File: config.mk
export PLATFORM = sky130hd
export DESIGN_NAME = bpred_update_unit
export DESIGN_NICKNAME = d
export VERILOG_FILES = /design/src/rtl/bpred_pkg.sv /design/src/rtl/bpred_upd_fifo.sv /design/src/rtl/bpred_update_unit.sv
export SDC_FILE = /design/constraint.sdc
export NUM_CORES = 1
export LEC_CHECK = 0
export CAP_MARGIN = 20
export CORE_ASPECT_RATIO = 0.5
export CORE_MARGIN = 1.5
export CORE_UTILIZATION = 56
export CTS_CLUSTER_SIZE = 10
export DETAILED_ROUTE_END_ITERATION = 12
export PLACE_DENSITY = 0.95
export REMOVE_ABC_BUFFERS = 1
export SLEW_MARGIN = 25
export SYNTH_ARGS = -nofsm -noshare
export SYNTH_HDL_FRONTEND = slang
export SYNTH_HIERARCHICAL = 1
export SYNTH_SLANG_ARGS = --single-unit
File: constraint.sdc
create_clock -name clk -period 22.2 [get_ports clk]
set_input_delay 4.44 -clock clk [delete_from_list [all_inputs] [get_ports clk]]
set_output_delay 4.44 -clock clk [all_outputs]
set_load 0.01 [all_outputs]
File: src/rtl/bpred_pkg.sv
// Shared widths, byte-enable encodings and the queued update record for the
// branch-predictor update path.
package bpred_pkg;

    localparam int PC_W       = 32;
    localparam int BIMODAL_W  = 12;
    localparam int CARRY_W    = 9;
    localparam int BTB_DATA_W = 30;

    localparam logic [3:0] BE_BIMODAL = 4'b0001;
    localparam logic [3:0] BE_ALL     = 4'b1111;

    typedef struct packed {
        logic [PC_W-1:0]      pc4;
        logic [PC_W-1:0]      target;
        logic                 dir;
        logic                 miss;
        logic [BIMODAL_W-1:0] bimodal;
        logic [CARRY_W-1:0]   carry;
    } upd_entry_t;

    function automatic logic [PC_W-1:0] correct_next_pc(
        input logic            dir,
        input logic [PC_W-1:0] target,
        input logic [PC_W-1:0] pc4
    );
        return dir ? target : pc4;
    endfunction

endpackage

File: src/rtl/bpred_upd_fifo.sv
// Circular update queue: registered head, no write-to-read bypass, and a full
// flag derived only from the stored occupancy.
module bpred_upd_fifo
    import bpred_pkg::*;
#(
    parameter int DEPTH = 4
) (
    input  logic       clk,
    input  logic       reset,
    input  logic       push,
    input  upd_entry_t push_entry,
    input  logic       stall,
    output upd_entry_t head_entry,
    output logic       head_valid,
    output logic       full
);

    localparam int PTR_W = (DEPTH > 1) ? $clog2(DEPTH) : 1;
    localparam int CNT_W = $clog2(DEPTH + 1);
    localparam logic [CNT_W-1:0] FULL_CNT = CNT_W'(DEPTH);

    upd_entry_t       mem [DEPTH];
    logic [PTR_W-1:0] wr_ptr;
    logic [PTR_W-1:0] rd_ptr;
    logic [CNT_W-1:0] count;
    logic             do_push;
    logic             do_pop;

    assign full       = (count == FULL_CNT);
    assign head_valid = (count != '0);
    assign head_entry = mem[rd_ptr];
    assign do_push    = push & ~full;
    assign do_pop     = head_valid & ~stall;

    // Pointers wrap naturally because DEPTH is a power of two.
    always_ff @(posedge clk) begin
        if (reset) begin
            wr_ptr <= '0;
            rd_ptr <= '0;
            count  <= '0;
        end else begin
            if (do_push) wr_ptr <= wr_ptr + PTR_W'(1);
            if (do_pop)  rd_ptr <= rd_ptr + PTR_W'(1);
            case ({do_push, do_pop})
                2'b10:   count <= count + CNT_W'(1);
                2'b01:   count <= count - CNT_W'(1);
                default: count <= count;
            endcase
        end
    end

    // Storage carries no reset; only the pointers define what is valid.
    always_ff @(posedge clk) begin
        if (do_push && !reset) mem[wr_ptr] <= push_entry;
    end

endmodule

File: src/rtl/bpred_update_unit.sv
// Branch-predictor update unit: detects mispredicts at execute, pulses a fetch
// redirect, and queues predictor updates. Optional stats: BPRED_UPD_STATS_EN.
module bpred_update_unit
    import bpred_pkg::*;
#(
    parameter int DEPTH = 4
) (
    input  logic                  clk,
    input  logic                  reset,
    input  logic                  ex_valid,
    input  logic [PC_W-1:0]       ex_pc4,
    input  logic [PC_W-1:0]       ex_target,
    input  logic                  ex_dir,
    input  logic                  ex_pred_dir,
    input  logic [PC_W-1:0]       ex_pred_target,
    input  logic [BIMODAL_W-1:0]  ex_bimodal,
    input  logic [CARRY_W-1:0]    ex_carry,
    input  logic                  stall,
    output logic                  full,
    output logic                  upd_valid,
    output logic [PC_W-1:0]       upd_pc4,
    output logic [PC_W-1:0]       upd_target,
    output logic                  upd_dir,
    output logic                  upd_miss,
    output logic [BIMODAL_W-1:0]  upd_bimodal,
    output logic [BTB_DATA_W-1:0] upd_btb_data,
    output logic [CARRY_W-1:0]    upd_carry,
    output logic [3:0]            upd_byte_en,
    output logic                  redirect_valid,
    output logic [PC_W-1:0]       redirect_pc
`ifdef BPRED_UPD_STATS_EN
    ,
    output logic [31:0]           miss_count,
    output logic [31:0]           hit_count
`endif
);

    logic       miss;
    logic       accept;
    upd_entry_t new_entry;
    upd_entry_t head;

    assign miss   = (ex_dir != ex_pred_dir) |
                    (ex_dir & ex_pred_dir & (ex_target != ex_pred_target));
    assign accept = ex_valid & ~full;

    always_comb begin
        new_entry         = '0;
        new_entry.pc4     = ex_pc4;
        new_entry.target  = ex_target;
        new_entry.dir     = ex_dir;
        new_entry.miss    = miss;
        new_entry.bimodal = ex_bimodal;
        new_entry.carry   = ex_carry;
    end

    bpred_upd_fifo #(.DEPTH(DEPTH)) u_fifo (
        .clk        (clk),
        .reset      (reset),
        .push       (ex_valid),
        .push_entry (new_entry),
        .stall      (stall),
        .head_entry (head),
        .head_valid (upd_valid),
        .full       (full)
    );

    // Redirect stage: one-cycle pulse following an accepted mispredict.
    always_ff @(posedge clk) begin
        if (reset) begin
            redirect_valid <= 1'b0;
            redirect_pc    <= '0;
        end else begin
            redirect_valid <= accept & miss;
            if (accept && miss) redirect_pc <= correct_next_pc(ex_dir, ex_target, ex_pc4);
        end
    end

    assign upd_pc4      = head.pc4;
    assign upd_target   = head.target;
    assign upd_dir      = head.dir;
    assign upd_miss     = head.miss;
    assign upd_bimodal  = head.bimodal;
    assign upd_carry    = head.carry;
    assign upd_btb_data = head.target[PC_W-1:2];
    assign upd_byte_en  = head.dir ? BE_ALL : BE_BIMODAL;

`ifdef BPRED_UPD_STATS_EN
    always_ff @(posedge clk) begin
        if (reset) begin
            miss_count <= '0;
            hit_count  <= '0;
        end else if (upd_valid && !stall) begin
            if (upd_miss) miss_count <= miss_count + 32'd1;
            else          hit_count  <= hit_count + 32'd1;
        end
    end
`endif

endmodule
==> key figures <==
Global routing
  • Vias in the first global route: 10500
  • First-pass GRT wire length: 65.1 mm
  • Total GRT Usage: just under 30%
  • Largest net degree at the start of global routing: 112
  • Grt ovf: 0
  • Initial antenna violation count: 5

Clocking
  • Post-CTS sizing: 0
  • Post-cts hold buffer count: 0
  • Clock transition at path regs: about 0.06 ns
  • H-tree Lvls: 2
  • Clock sinks: 390
  • CTS Buf Count: 44
  • CTS tree: built
  • Post CTS Setup Buffer Count: 0
  • Clock Latency Late Sink: 0.54 ns
  • Root Driver: clkbuf_16
  • Max clock buf depth: 3

Yosys
  • Post-Syn Area: between 0.015 and 0.02 mm2
  • Post-synth EDFFs: 348
  • Number of synthesized register bits: 390
  • Most area-hungry cell type in the Yosys netlist: edfxtp_1
  • Synth unique cells: 34
  • Yosys Warn Count: 6
  • Sequential fraction of the synthesis area: between 70% and 80%
  • Dominant synthesized flop cell: edfxtp_1
  • Post-Syn Instances: 927
  • Top cells by area in the synthesized netlist: edfxtp_1 (65%), mux4_2 (12%), dfxtp_1 (5.2%), mux2i_1 (2.1%), nor3_1 (2.0%)
  • Synth top area share: about 65%
  • Mean post-synth cell area: 17.4 um2
  • Asr flop ratio synth: 0%
  • Commonest cells post-synth: edfxtp_1 (348), mux4_2 (87), nor3_1 (65), dfxtp_1 (42), nand4_1 (40)
  • Most frequent cell after synthesis: edfxtp_1

Timing
  • Final Hold Viols: 0
  • Slew HR: ~30%
  • Fmax: 133 MHz
  • Final period util: 34.0%
  • Least-Margin Pin Slew: between 1 and 1.5 ns
  • Final Max Slew Viols: 0
  • Unrepaired setup endpoints after global routing: false
  • Worst Skew: just under 0.02 ns
  • Endpoints failing setup: 0
  • Setup tns final: 0 ns
  • Final min period: 7.54 ns

Final layout
  • Nets: 1300
  • P&R area growth vs syn: 25.6%
  • Fraction of layout instances using a drive strength above 1: between 10% and 20%
  • Post-layout util: between 70% and 80%

Floorplanning
  • Chip Width: ~240 um
  • I/O pin count: 279
  • Rows: 43
  • Die Height: between 100 and 150 um
  • Placeable core area: between 0.02 and 0.03 mm2
  • Die ar.: 0.0299 mm2
  • Starting density of the core: 57.6%

Placement
  • Number of port buffers: 277
  • Routability Congestion: 0.827
  • Post-detail-place hpwl: 25.4 mm

Drt
  • ANT nets after route: 0
  • Aggregate routed wire length: 44.8 mm
  • Iter 0 DRT Violations: about 1700
  • Vias per inst: 6.57
  • Pre-antenna DRT Iters: 6
  • DRC Markers: 0
  • Per-cell routed wire length: ~28 um
  • Via count: 10500

Power
  • Clock power share: between 30% and 40%
  • Cell-internal power: 0.00149 W
  • Maximum vdd drop: 53.9 uV
  • Net Sw Frac: 26.4%
  • Combinational power share: 24.3%
  • Pwr Density: 99.9 mW/mm2
  • P_sw: around 0.00053 W
  • Sequential power share: 43.2%
  • Leak: approximately 6.5 nW

Critical path
  • Master of the slowest instance on the critical path: buf_4
  • Crit Path Max Fanout: 38
  • Crit path largest cell delay: slightly above 0.7 ns
  • CP Buf/Inv Count: 2
  • Critical path cell sequence: buf_4 > mux4_2 > clkdlybuf4s50_1
  • Startpoint Class: register
  • CP top delay family: buffers and inverters
  • Crit Path Class: reg -> out
  • Worst Path Required: around 18 ns
  • Worst Setup End Kind: output port
  • CP arrival: between 3 and 4 ns

Min path
  • Worst hold path type: reg -> reg

Outcome
  • Outcome: finished, final reports clean

Job
  • Maxcap violations: 0
worst register-to-register path, cell delays in order, from the launching register on:
cell and delay (ns):
dfxtp_1 0.34, nor3b_2 0.32, nand2b_1 0.37, ha_1 0.25, inv_1 0.07, fa_1 0.39, xor2_1 0.16, or3_1 0.31
a21oi_1 0.14
final timing paths:
check             slack (ns)  cells after the start               to            start
setup / recovery       14.66                      3   upd_target[26]         register
hold reg to reg         0.52                      2  u_fifo/count[2]  u_fifo/count[2]
setup reg to reg       19.77                      8  u_fifo/count[2]  u_fifo/count[1]
hold / removal          0.52                      2  u_fifo/count[2]  u_fifo/count[2]
routing by layer:
layer / wire length, um / global-route usage (%) / part of all wire (%) / vias up
li1: - / - / - / 4167
met1: 14700 / 35.5 / 33 / 5139
met2: 22600 / 50.8 / 50 / 910
met3: 4360 / 5.82 / 9.7 / 249
met4: 3200 / 17.7 / 7.1 / 0
met5: 0 / 0 / 0 / -
power by group through the flow:
stage / combinational [W] / clock [W] / sequential (W)
after detailed placement: 0.000482 / 0 / 0.000886
after global routing: 0.000512 / 0.000687 / 0.000876
after floorplan: 0.000214 / 0 / 0.000910
after global placement: 0.000451 / 0 / 0.000893
after CTS: 0.000491 / 0.000657 / 0.000872
final: 0.000492 / 0.000656 / 0.000873
logic make-up (layout without fill, tap and decap cells):
| family | count (synthesis) | count (layout) | synth area share (%) |
|---|---|---|---|
| other | 1 | 7 | 0.0233 |
| multiplexers | 121 | 121 | 14.3 |
| adder cells (fa/ha/maj) | 7 | 7 | 0.590 |
| buffers and inverters | 103 | 380 | 3.86 |
| flip-flops | 390 | 390 | 70.1 |
| AO/OA/AOI/OAI | 76 | 76 | 2.38 |
| AND/OR/NAND/NOR | 195 | 195 | 6.93 |
| XOR/XNOR | 34 | 34 | 1.85 |
metrics by stage:
step           worst slack (ns)  cell area [um2]  hold slack (ns)  total power, W  instances
6_report                  14.66            20200            0.522         0.00202       1592
3_3_place_gp              14.74            18900            0.478         0.00134       1505
5_1_grt                   14.48            20200            0.565         0.00207       1591
3_5_place_dp              15.14            19000            0.507         0.00137       1506
2_1_floorplan             10.57            15500            0.459         0.00112        831
4_1_cts                   14.58            20200            0.520         0.00202       1586
sequential cells by signal (all words and copies together), names as in the netlist, named ones only:
register / count
u_fifo/mem: 348
redirect_pc: 32
u_fifo/count: 3
u_fifo/rd_ptr: 2
u_fifo/wr_ptr: 2
redirect_valid: 1
layout make-up:
cell class                 instances  area (um2)
sequential                       390       11300
fill                            1517        7750
timing repair buffer             293        2910
clock buffer                      80        1260
tap                              382         478
antenna                            6        15.0
multi-input combinational        434        4250
inverter                           7        26.3
layout by cell type, fill, tap and decap left out, types with 2 or more instances in the layout:
master           count
edfxtp_1           348
dfxtp_1             40
nor3b_2              5
nor4_4               2
clkbuf_16           45
nand2b_1             4
mux2i_1             33
or4_4                2
dfxtp_4              2
or3_1                3
nor3_1              65
diode_2              6
nor2b_1             34
nor2_1               5
o21ai_0              6
ha_1                 6
o21ai_1             30
a21oi_1             38
nand3_1             32
nand4_1             40
inv_1                7
xor2_1               2
mux4_2              87
buf_4               15
clkbuf_1            35
xnor2_1             32
clkdlybuf4s50_1    275
(Power assumes the default switching activity.)
